## config.mk

```make
export PLATFORM = sky130hd
export DESIGN_NAME = axi_master_arbiter_r
export DESIGN_NICKNAME = d
export VERILOG_FILES = /design/src/rtl/axi_ic_pkg.sv /design/src/rtl/axi_rr_pick2.sv /design/src/rtl/axi_master_arbiter_r.sv
export SDC_FILE = /design/constraint.sdc
export NUM_CORES = 1
export LEC_CHECK = 0
export CORE_AREA = 2 2 39 41
export CTS_CLUSTER_SIZE = 8
export DETAILED_ROUTE_END_ITERATION = 7
export DIE_AREA = 0 0 41 43
export PLACE_DENSITY = 0.66
export SLEW_MARGIN = 15
export SYNTH_ARGS = -nofsm -noshare
export SYNTH_HDL_FRONTEND = slang
export SYNTH_HIERARCHICAL = 1
export SYNTH_SLANG_ARGS = --single-unit
```

## constraint.sdc

```tcl
create_clock -name ACLK -period 3.2 [get_ports ACLK]
set_input_delay 0.32 -clock ACLK [delete_from_list [all_inputs] [get_ports ACLK]]
set_output_delay 0.32 -clock ACLK [all_outputs]
set_load 0.05 [all_outputs]
```

## src/rtl/axi_ic_pkg.sv

```systemverilog
// ---------------------------------------------------------------------------
// axi_ic_pkg
// Shared definitions for the two-master AXI interconnect. The read-channel and
// write-channel arbiters both use these definitions.
//   arb_state_t : arbiter FSM states (idle / address phase / data phase)
//   GRNT_*      : grant-pair encodings, packed as {m0_grnt, m1_grnt}
// ---------------------------------------------------------------------------
package axi_ic_pkg;

    typedef enum logic [1:0] {
        ARB_IDLE = 2'd0,
        ARB_ADDR = 2'd1,
        ARB_DATA = 2'd2
    } arb_state_t;

    localparam logic [1:0] GRNT_NONE = 2'b00;
    localparam logic [1:0] GRNT_M0   = 2'b10;
    localparam logic [1:0] GRNT_M1   = 2'b01;

    // A grant pair is legal when it is zero or one-hot.
    function automatic logic grnt_legal(input logic [1:0] g);
        return (g != 2'b11);
    endfunction

endpackage : axi_ic_pkg

```

## src/rtl/axi_rr_pick2.sv

```systemverilog
// ---------------------------------------------------------------------------
// axi_rr_pick2
// Combinational two-input round-robin selector.
//   req0_i, req1_i : request from master 0 / master 1
//   last_grant_i   : previous winner, encoded as GRNT_M0 / GRNT_M1
//   grant_o        : winner as GRNT_M0 / GRNT_M1, or GRNT_NONE when no request
// ---------------------------------------------------------------------------
module axi_rr_pick2
    import axi_ic_pkg::*;
(
    input  logic       req0_i,
    input  logic       req1_i,
    input  logic [1:0] last_grant_i,
    output logic [1:0] grant_o
);

    // Under contention, the master that did not win last time wins now.
    always_comb begin
        grant_o = GRNT_NONE;
        if (req0_i && req1_i) begin
            grant_o = (last_grant_i == GRNT_M0) ? GRNT_M1 : GRNT_M0;
        end else if (req0_i) begin
            grant_o = GRNT_M0;
        end else if (req1_i) begin
            grant_o = GRNT_M1;
        end else begin
            grant_o = GRNT_NONE;
        end
    end

endmodule : axi_rr_pick2

```

## src/rtl/axi_master_arbiter_r.sv

```systemverilog
// ---------------------------------------------------------------------------
// axi_master_arbiter_r
// Read-channel arbiter for the two-master AXI interconnect. The arbiter grants
// the shared slave read path to one master per transaction, using round-robin
// order. It holds the grant from AR acceptance through the final R beat.
// Only one read is outstanding at a time.
//   ACLK, ARESETn           : clock and async active-low reset
//   m0/m1_ARVALID           : read-address requests (sampled in IDLE only)
//   m0/m1_ARLEN             : burst lengths (length check build only)
//   m_ARREADY, s_ARVALID    : AR handshake seen at the multiplexer
//   m_RVALID, s_RREADY      : R handshake seen at the multiplexer
//   m_RLAST                 : last R beat
//   m0_rgrnt, m1_rgrnt      : registered one-hot grant pair
//   len_err                 : one-cycle pulse on burst-length mismatch
// Build option: define AXI_ARB_R_LEN_CHECK_EN to enable the ARLEN beat counter.
// In that build, a beat-count/RLAST mismatch pulses len_err and releases the
// grant. Without the option, RLAST alone releases the grant and len_err is 0.
// ---------------------------------------------------------------------------
module axi_master_arbiter_r
    import axi_ic_pkg::*;
#(
    parameter int LEN_WIDTH = 8
) (
    input  logic                 ACLK,
    input  logic                 ARESETn,
    input  logic                 m0_ARVALID,
    input  logic                 m1_ARVALID,
    input  logic [LEN_WIDTH-1:0] m0_ARLEN,
    input  logic [LEN_WIDTH-1:0] m1_ARLEN,
    input  logic                 m_ARREADY,
    input  logic                 s_ARVALID,
    input  logic                 m_RVALID,
    input  logic                 s_RREADY,
    input  logic                 m_RLAST,
    output logic                 m0_rgrnt,
    output logic                 m1_rgrnt,
    output logic                 len_err
);

    arb_state_t state_q, state_d;
    logic [1:0] grnt_q, grnt_d;
    logic [1:0] last_grant_q, last_grant_d;
    logic       len_err_q, len_err_d;
    logic [1:0] pick_s;
    logic       ar_hs_s;
    logic       r_hs_s;

    assign ar_hs_s = s_ARVALID & m_ARREADY;
    assign r_hs_s  = m_RVALID & s_RREADY;

    axi_rr_pick2 u_pick (
        .req0_i       (m0_ARVALID),
        .req1_i       (m1_ARVALID),
        .last_grant_i (last_grant_q),
        .grant_o      (pick_s)
    );

`ifdef AXI_ARB_R_LEN_CHECK_EN
    // The counter is one bit wider than ARLEN. This keeps the decrement
    // in range for every load value.
    logic [LEN_WIDTH:0] cnt_q, cnt_d;
    logic [LEN_WIDTH:0] arlen_s;
    logic               cnt_zero_s;

    assign arlen_s    = (grnt_q == GRNT_M0) ? {1'b0, m0_ARLEN} : {1'b0, m1_ARLEN};
    assign cnt_zero_s = (cnt_q == {(LEN_WIDTH+1){1'b0}});

    // Beat counter register.
    always_ff @(posedge ACLK or negedge ARESETn) begin
        if (!ARESETn) begin
            cnt_q <= {(LEN_WIDTH+1){1'b0}};
        end else begin
            cnt_q <= cnt_d;
        end
    end
`else
    logic unused_arlen_s;
    assign unused_arlen_s = ^{m0_ARLEN, m1_ARLEN};
`endif

    // State, grant, round-robin history and error-pulse registers.
    always_ff @(posedge ACLK or negedge ARESETn) begin
        if (!ARESETn) begin
            state_q      <= ARB_IDLE;
            grnt_q       <= GRNT_NONE;
            last_grant_q <= GRNT_M1;   // m0 wins the first contention
            len_err_q    <= 1'b0;
        end else begin
            state_q      <= state_d;
            grnt_q       <= grnt_d;
            last_grant_q <= last_grant_d;
            len_err_q    <= len_err_d;
        end
    end

    // Next-state logic. Requests are sampled only in IDLE. The grant is held
    // through ADDR and DATA, even if ARVALID is withdrawn.
    always_comb begin
        state_d      = state_q;
        grnt_d       = grnt_q;
        last_grant_d = last_grant_q;
        len_err_d    = 1'b0;
`ifdef AXI_ARB_R_LEN_CHECK_EN
        cnt_d        = cnt_q;
`endif
        case (state_q)
            ARB_IDLE: begin
                if (pick_s != GRNT_NONE) begin
                    state_d      = ARB_ADDR;
                    grnt_d       = pick_s;
                    last_grant_d = pick_s;
                end else begin
                    grnt_d = GRNT_NONE;
                end
            end
            ARB_ADDR: begin
                if (ar_hs_s) begin
                    state_d = ARB_DATA;
`ifdef AXI_ARB_R_LEN_CHECK_EN
                    cnt_d   = arlen_s;
`endif
                end else begin
                    state_d = ARB_ADDR;
                end
            end
            ARB_DATA: begin
                if (r_hs_s && m_RLAST) begin
                    state_d = ARB_IDLE;
                    grnt_d  = GRNT_NONE;
`ifdef AXI_ARB_R_LEN_CHECK_EN
                    len_err_d = !cnt_zero_s;
                    cnt_d     = {(LEN_WIDTH+1){1'b0}};
`endif
                end else if (r_hs_s) begin
`ifdef AXI_ARB_R_LEN_CHECK_EN
                    // A beat past the announced length ends the burst. This
                    // keeps a missing RLAST from locking the grant.
                    if (cnt_zero_s) begin
                        state_d   = ARB_IDLE;
                        grnt_d    = GRNT_NONE;
                        len_err_d = 1'b1;
                    end else begin
                        cnt_d = cnt_q - {{LEN_WIDTH{1'b0}}, 1'b1};
                    end
`else
                    state_d = ARB_DATA;
`endif
                end else begin
                    state_d = ARB_DATA;
                end
            end
            default: begin
                state_d = ARB_IDLE;
                grnt_d  = GRNT_NONE;
            end
        endcase
    end

    assign m0_rgrnt = grnt_q[1];
    assign m1_rgrnt = grnt_q[0];
    assign len_err  = len_err_q;

endmodule : axi_master_arbiter_r

```

Word-level counts from Yosys, hierarchy flattened
Index checks and enable logic that the tools add are counted.
{"block": "totals", "regBits": 6, "in_bits": 25}
{"block": "classes", "n_eq_ne": 5, "reduce_logical": 6, "mux": 11, "bitwise_logic": 3}
{"cell": "two-way mux 2 bit", "n": 8}
{"cell": "case mux 2 bit (3 select lines)", "n": 2}
{"cell": "equality test 2 bit (second input constant)", "n": 2}
{"cell": "inequality test 2 bit (second input constant)", "n": 2}
{"cell": "AND reduction 2 bit", "n": 2}
{"cell": "AND 1 bit", "n": 2}
{"cell": "equality test 2 x 1 -> 1 bit (second input constant)", "n": 1}
{"cell": "logical AND 1 bit", "n": 2}
{"cell": "zero test 2 bit", "n": 1}
{"cell": "nonzero test 2 bit", "n": 1}
{"cell": "two-way mux 1 bit", "n": 1}
{"cell": "inverter 1 bit", "n": 1}

Longest topological paths before layout
{"block": "logic_depth", "depth_word": 6, "depth_mapped": 4}

By module
Netlist, hierarchy kept.
{"mod": "axi_master_arbiter_r", "cells_each": 26, "seq_area_each_um2": 151.4, "area_per_inst_um2": 291.5, "n_inst": 1}
{"mod": "axi_rr_pick2", "cells_each": 4, "seq_area_each_um2": 0.0, "area_per_inst_um2": 30.0, "n_inst": 1}

Worst setup path after synthesis
Ideal clock, no wire load.
{"block": "synth_timing", "kind": "register -> register", "from": "register last_grant_q[0]", "to": "register last_grant_q[1]", "synth_period_minus_slack_ps": 1312, "arrival_time_ps": 1194, "stages_incl_launch_ff": 5, "t_required_ps": 3082, "setup_time_ps": 118, "setup_slack_ps": 1888, "cell_sequence": "dfstp_2 > nand2b_4 > a21oi_1 > or3b_1 > a21o_1"}
{"block": "synth_between", "elab_chain_len": 5}
{"element": "from (decl)", "line_no": "axi_master_arbiter_r.sv:42", "rtl": "logic [1:0] last_grant_q, last_grant_d;"}
{"element": "from (signal assigned)", "line_no": "axi_master_arbiter_r.sv:91", "rtl": "last_grant_q <= last_grant_d;"}
{"element": "equality test 2 bit", "line_no": "axi_rr_pick2.sv:21", "rtl": "grant_o = (last_grant_i == GRNT_M0) ? GRNT_M1 : GRNT_M0;"}
{"element": "two-way mux 2 bit", "line_no": "axi_rr_pick2.sv:21"}
{"element": "two-way mux 2 bit", "line_no": "axi_rr_pick2.sv:20", "rtl": "if (req0_i && req1_i) begin"}
{"element": "via pick_s[0]", "line_no": "axi_master_arbiter_r.sv:44", "rtl": "logic [1:0] pick_s;"}
{"element": "nonzero test 2 bit", "line_no": "axi_master_arbiter_r.sv:108", "rtl": "if (pick_s != GRNT_NONE) begin"}
{"element": "AND reduction 2 bit (no line)"}
The timed path passes the listed nets, and every way through them passes these cells.
A chain may end at the register's enable or synchronous reset.

Final worst setup path
{"block": "layout_timing", "from": "register grnt_q[1]", "to": "output port m0_rgrnt"}
{"element": "from (decl)", "line_no": "axi_master_arbiter_r.sv:41", "rtl": "logic [1:0] grnt_q, grnt_d;"}
{"element": "from (signal assigned)", "line_no": "axi_master_arbiter_r.sv:90", "rtl": "grnt_q <= grnt_d;"}
{"element": "to (decl)", "line_no": "axi_master_arbiter_r.sv:35", "rtl": "output logic m0_rgrnt,"}
No word-level cell between the ends.

==> impl_metrics.toml <==
[cells_and_area]
design_area_sq_um = 449
drive_gt1_frac = 0.119
post-route-util = 0.325
final_common_cell = "clkdlybuf4s50_1"
num_antenna_cells = 0
layout_common_cells = "10 x clkdlybuf4s50_1, 5 x dfrtp_1, 4 x inv_1"
multi_input_area_sq_um = 136
num-fill-cells = 160
finalNetCount = 68
area_growth_pct = 39.7
regArea_sq_um = 151

[sta]
worstMarginPinSlew_ns = 0.499
setup_violations = 0
timing.final.hold_violations = 0
rsz0062_at_grt = "false"
fmax_mhz = 571
finalCritPeriodShare = 0.547
finalSetupTns_ns = 0
skew_ns = 0.00910
maxSlewHeadroom = 0.667
maxSlewViolCount = 0
fin_crit_ns = 1.75

[logic_synthesis]
syn_area_sq_um = 322
synth_fp_nets = 55
ys_ff_latch = 6
synth_seq_area_share = 0.471
async_reset_ff_frac = 1.00
synth_edf_count = 0
synth.distinct_cells = 20
synth_top_flop_cell = "dfrtp_1"
syn_avg_cell_area_sq_um = 10.7
synth_cells = 30
yosysWarnings = 6

[route]
drcViolationCount = 0
drt_wl_total_um = 596
wl_per_cell_um = 10.3
dr.pass1.iters = 2
via_per_inst = 4.55
ant_nets = 0
vias = 264
dr.first_iter.drc_count = 2

[clock_tree]
cts_tree = "yes"
clock-sinks = 6
post_cts_buffers = 0
cts-buffers-inserted = 3
cts_max_level = 1
cts_resized = 0
clock_latency_ns = 0.25
root_buffer = "clkbuf_4"
ctsHoldBuffers = 0
clockBufferDepth = 2
clk_pin_slew_ns = 0.05

[power]
power_leakage_nw = 0.196
comb_power_share = 0.401
pwr_density_cell_nw_per_um2 = 861
sw_frac_of_total = 0.382
vdd_drop_max_uv = 309
clkPwrFrac = 0.200
intPower_mw = 0.239
p_seq_frac = 0.399
switchingPower_mw = 0.148

[setup_path]
critical_path_peak_fanout = 3
cp.arrival_ns = 1.43
cp_num_buf_inv = 1
cp.required_ns = 2.88
end_kind = "output port"
crit_family = "buffers and inverters"
startpoint_type = "register"
critPathKind = "register to output port"
slowest_stage = "clkdlybuf4s50_1"
slowest_delay_ns = 0.81
crit_chain = "clkdlybuf4s50_1"

[grt]
grt_pass1_vias = 267
grt_pass1_wl_um = 1000
grt_max_degree = 9
grt_use_total = 0.0909
antenna_found_initial = 0
grt_overflow = 0

[die]
start_util = 0.232
die_w_um = 41
row_count = 14
io_pins = 28
die_height_um = 43
coreArea_sq_um = 1380
die_area_sq_um = 1760

[place]
placed_area_sq_um = 423
finalWeightedCongestion = 0.769
hpwlAfterDp_um = 473
port-buffer-count = 10

[worst_hold_path]
worstHoldPathType = "input pin to asynchronous set/reset pin"

[outcome]
status = "finished, final reports clean"

[job]
cap_viol_max_count = 0
## cell usage after synthesis, types with 2 or more instances
library cell / count / area (sq um)
dfrtp_1: 5 / 125
inv_1: 4 / 15.0
mux2i_1: 2 / 20.0
o21ai_0: 2 / 10.0
o32ai_1: 2 / 17.5
## worst reg2reg max path, delay by kind of cell (launching register included)
kind	cells	cell delay (ns)
AOI/OAI and AO/OA	2	0.40
DFF	1	0.36
and+or+nand+nor	2	0.51
## final timing paths
check | from | endpoint | slack [ns] | depth (start not counted)
max | grnt_q[1] | m0_rgrnt | 1.45 | 1
min | ARESETn | grnt_q[1] | 0.31 | 1
max reg2reg | last_grant_q[0] | last_grant_q[1] | 1.82 | 4
min reg2reg | last_grant_q[0] | last_grant_q[0] | 0.49 | 2
max in group asynchronous | ARESETn | last_grant_q[0] | 2.61 | 1
min in group ACLK | last_grant_q[0] | last_grant_q[0] | 0.49 | 2
## metrics by stage
stage	power [mW]	hold slack, ns	worst slack (ns)	cells
final	0.387	0.307	1.45	58
after CTS	0.390	0.322	1.45	58
after global placement	0.308	0.481	1.49	54
after floorplan	0.276	0.0244	1.89	30
after global routing	0.413	0.331	1.42	58
after detailed placement	0.310	0.485	1.48	54
## area by class of cell
cell class / count / area share
Clock buffer: 4 / 0.0585
Timing Repair Buffer: 10 / 0.223
Tap cell: 16 / 0.0446
Inverter: 4 / 0.0334
Sequential cell: 6 / 0.337
Multi-Input combinational cell: 18 / 0.304
## registers in the layout, indices dropped and copies added (netlist names)
name / cells
grnt_q: 2
state_q: 2
last_grant_q: 2
## power by group through the flow
stage,clock network [mW],logic [mW],registers (mW)
2_1_floorplan,0,0.100,0.175
6_report,0.0773,0.155,0.154
3_3_place_gp,0,0.152,0.155
5_1_grt,0.0854,0.167,0.160
4_1_cts,0.0792,0.157,0.154
3_5_place_dp,0,0.156,0.155
## metal layers
layer / up-vias / part of all wire / GRT usage
met5: - / 0 / 0
met4: 0 / 0.045 / 0.100
met3: 4 / 0.062 / 0.0314
met2: 10 / 0.43 / 0.122
met1: 121 / 0.46 / 0.0984
li1: 129 / - / -
## kinds of logic after synthesis
group | count (synthesis) | share of synthesized area
AOI/OAI and AO/OA | 8 | 0.175
muxes | 2 | 0.0623
DFF | 6 | 0.471
and+or+nand+nor | 7 | 0.175
buffers and inverters | 6 | 0.105
other | 1 | 0.0117
Note: power is estimated with default switching activity, not from simulation.
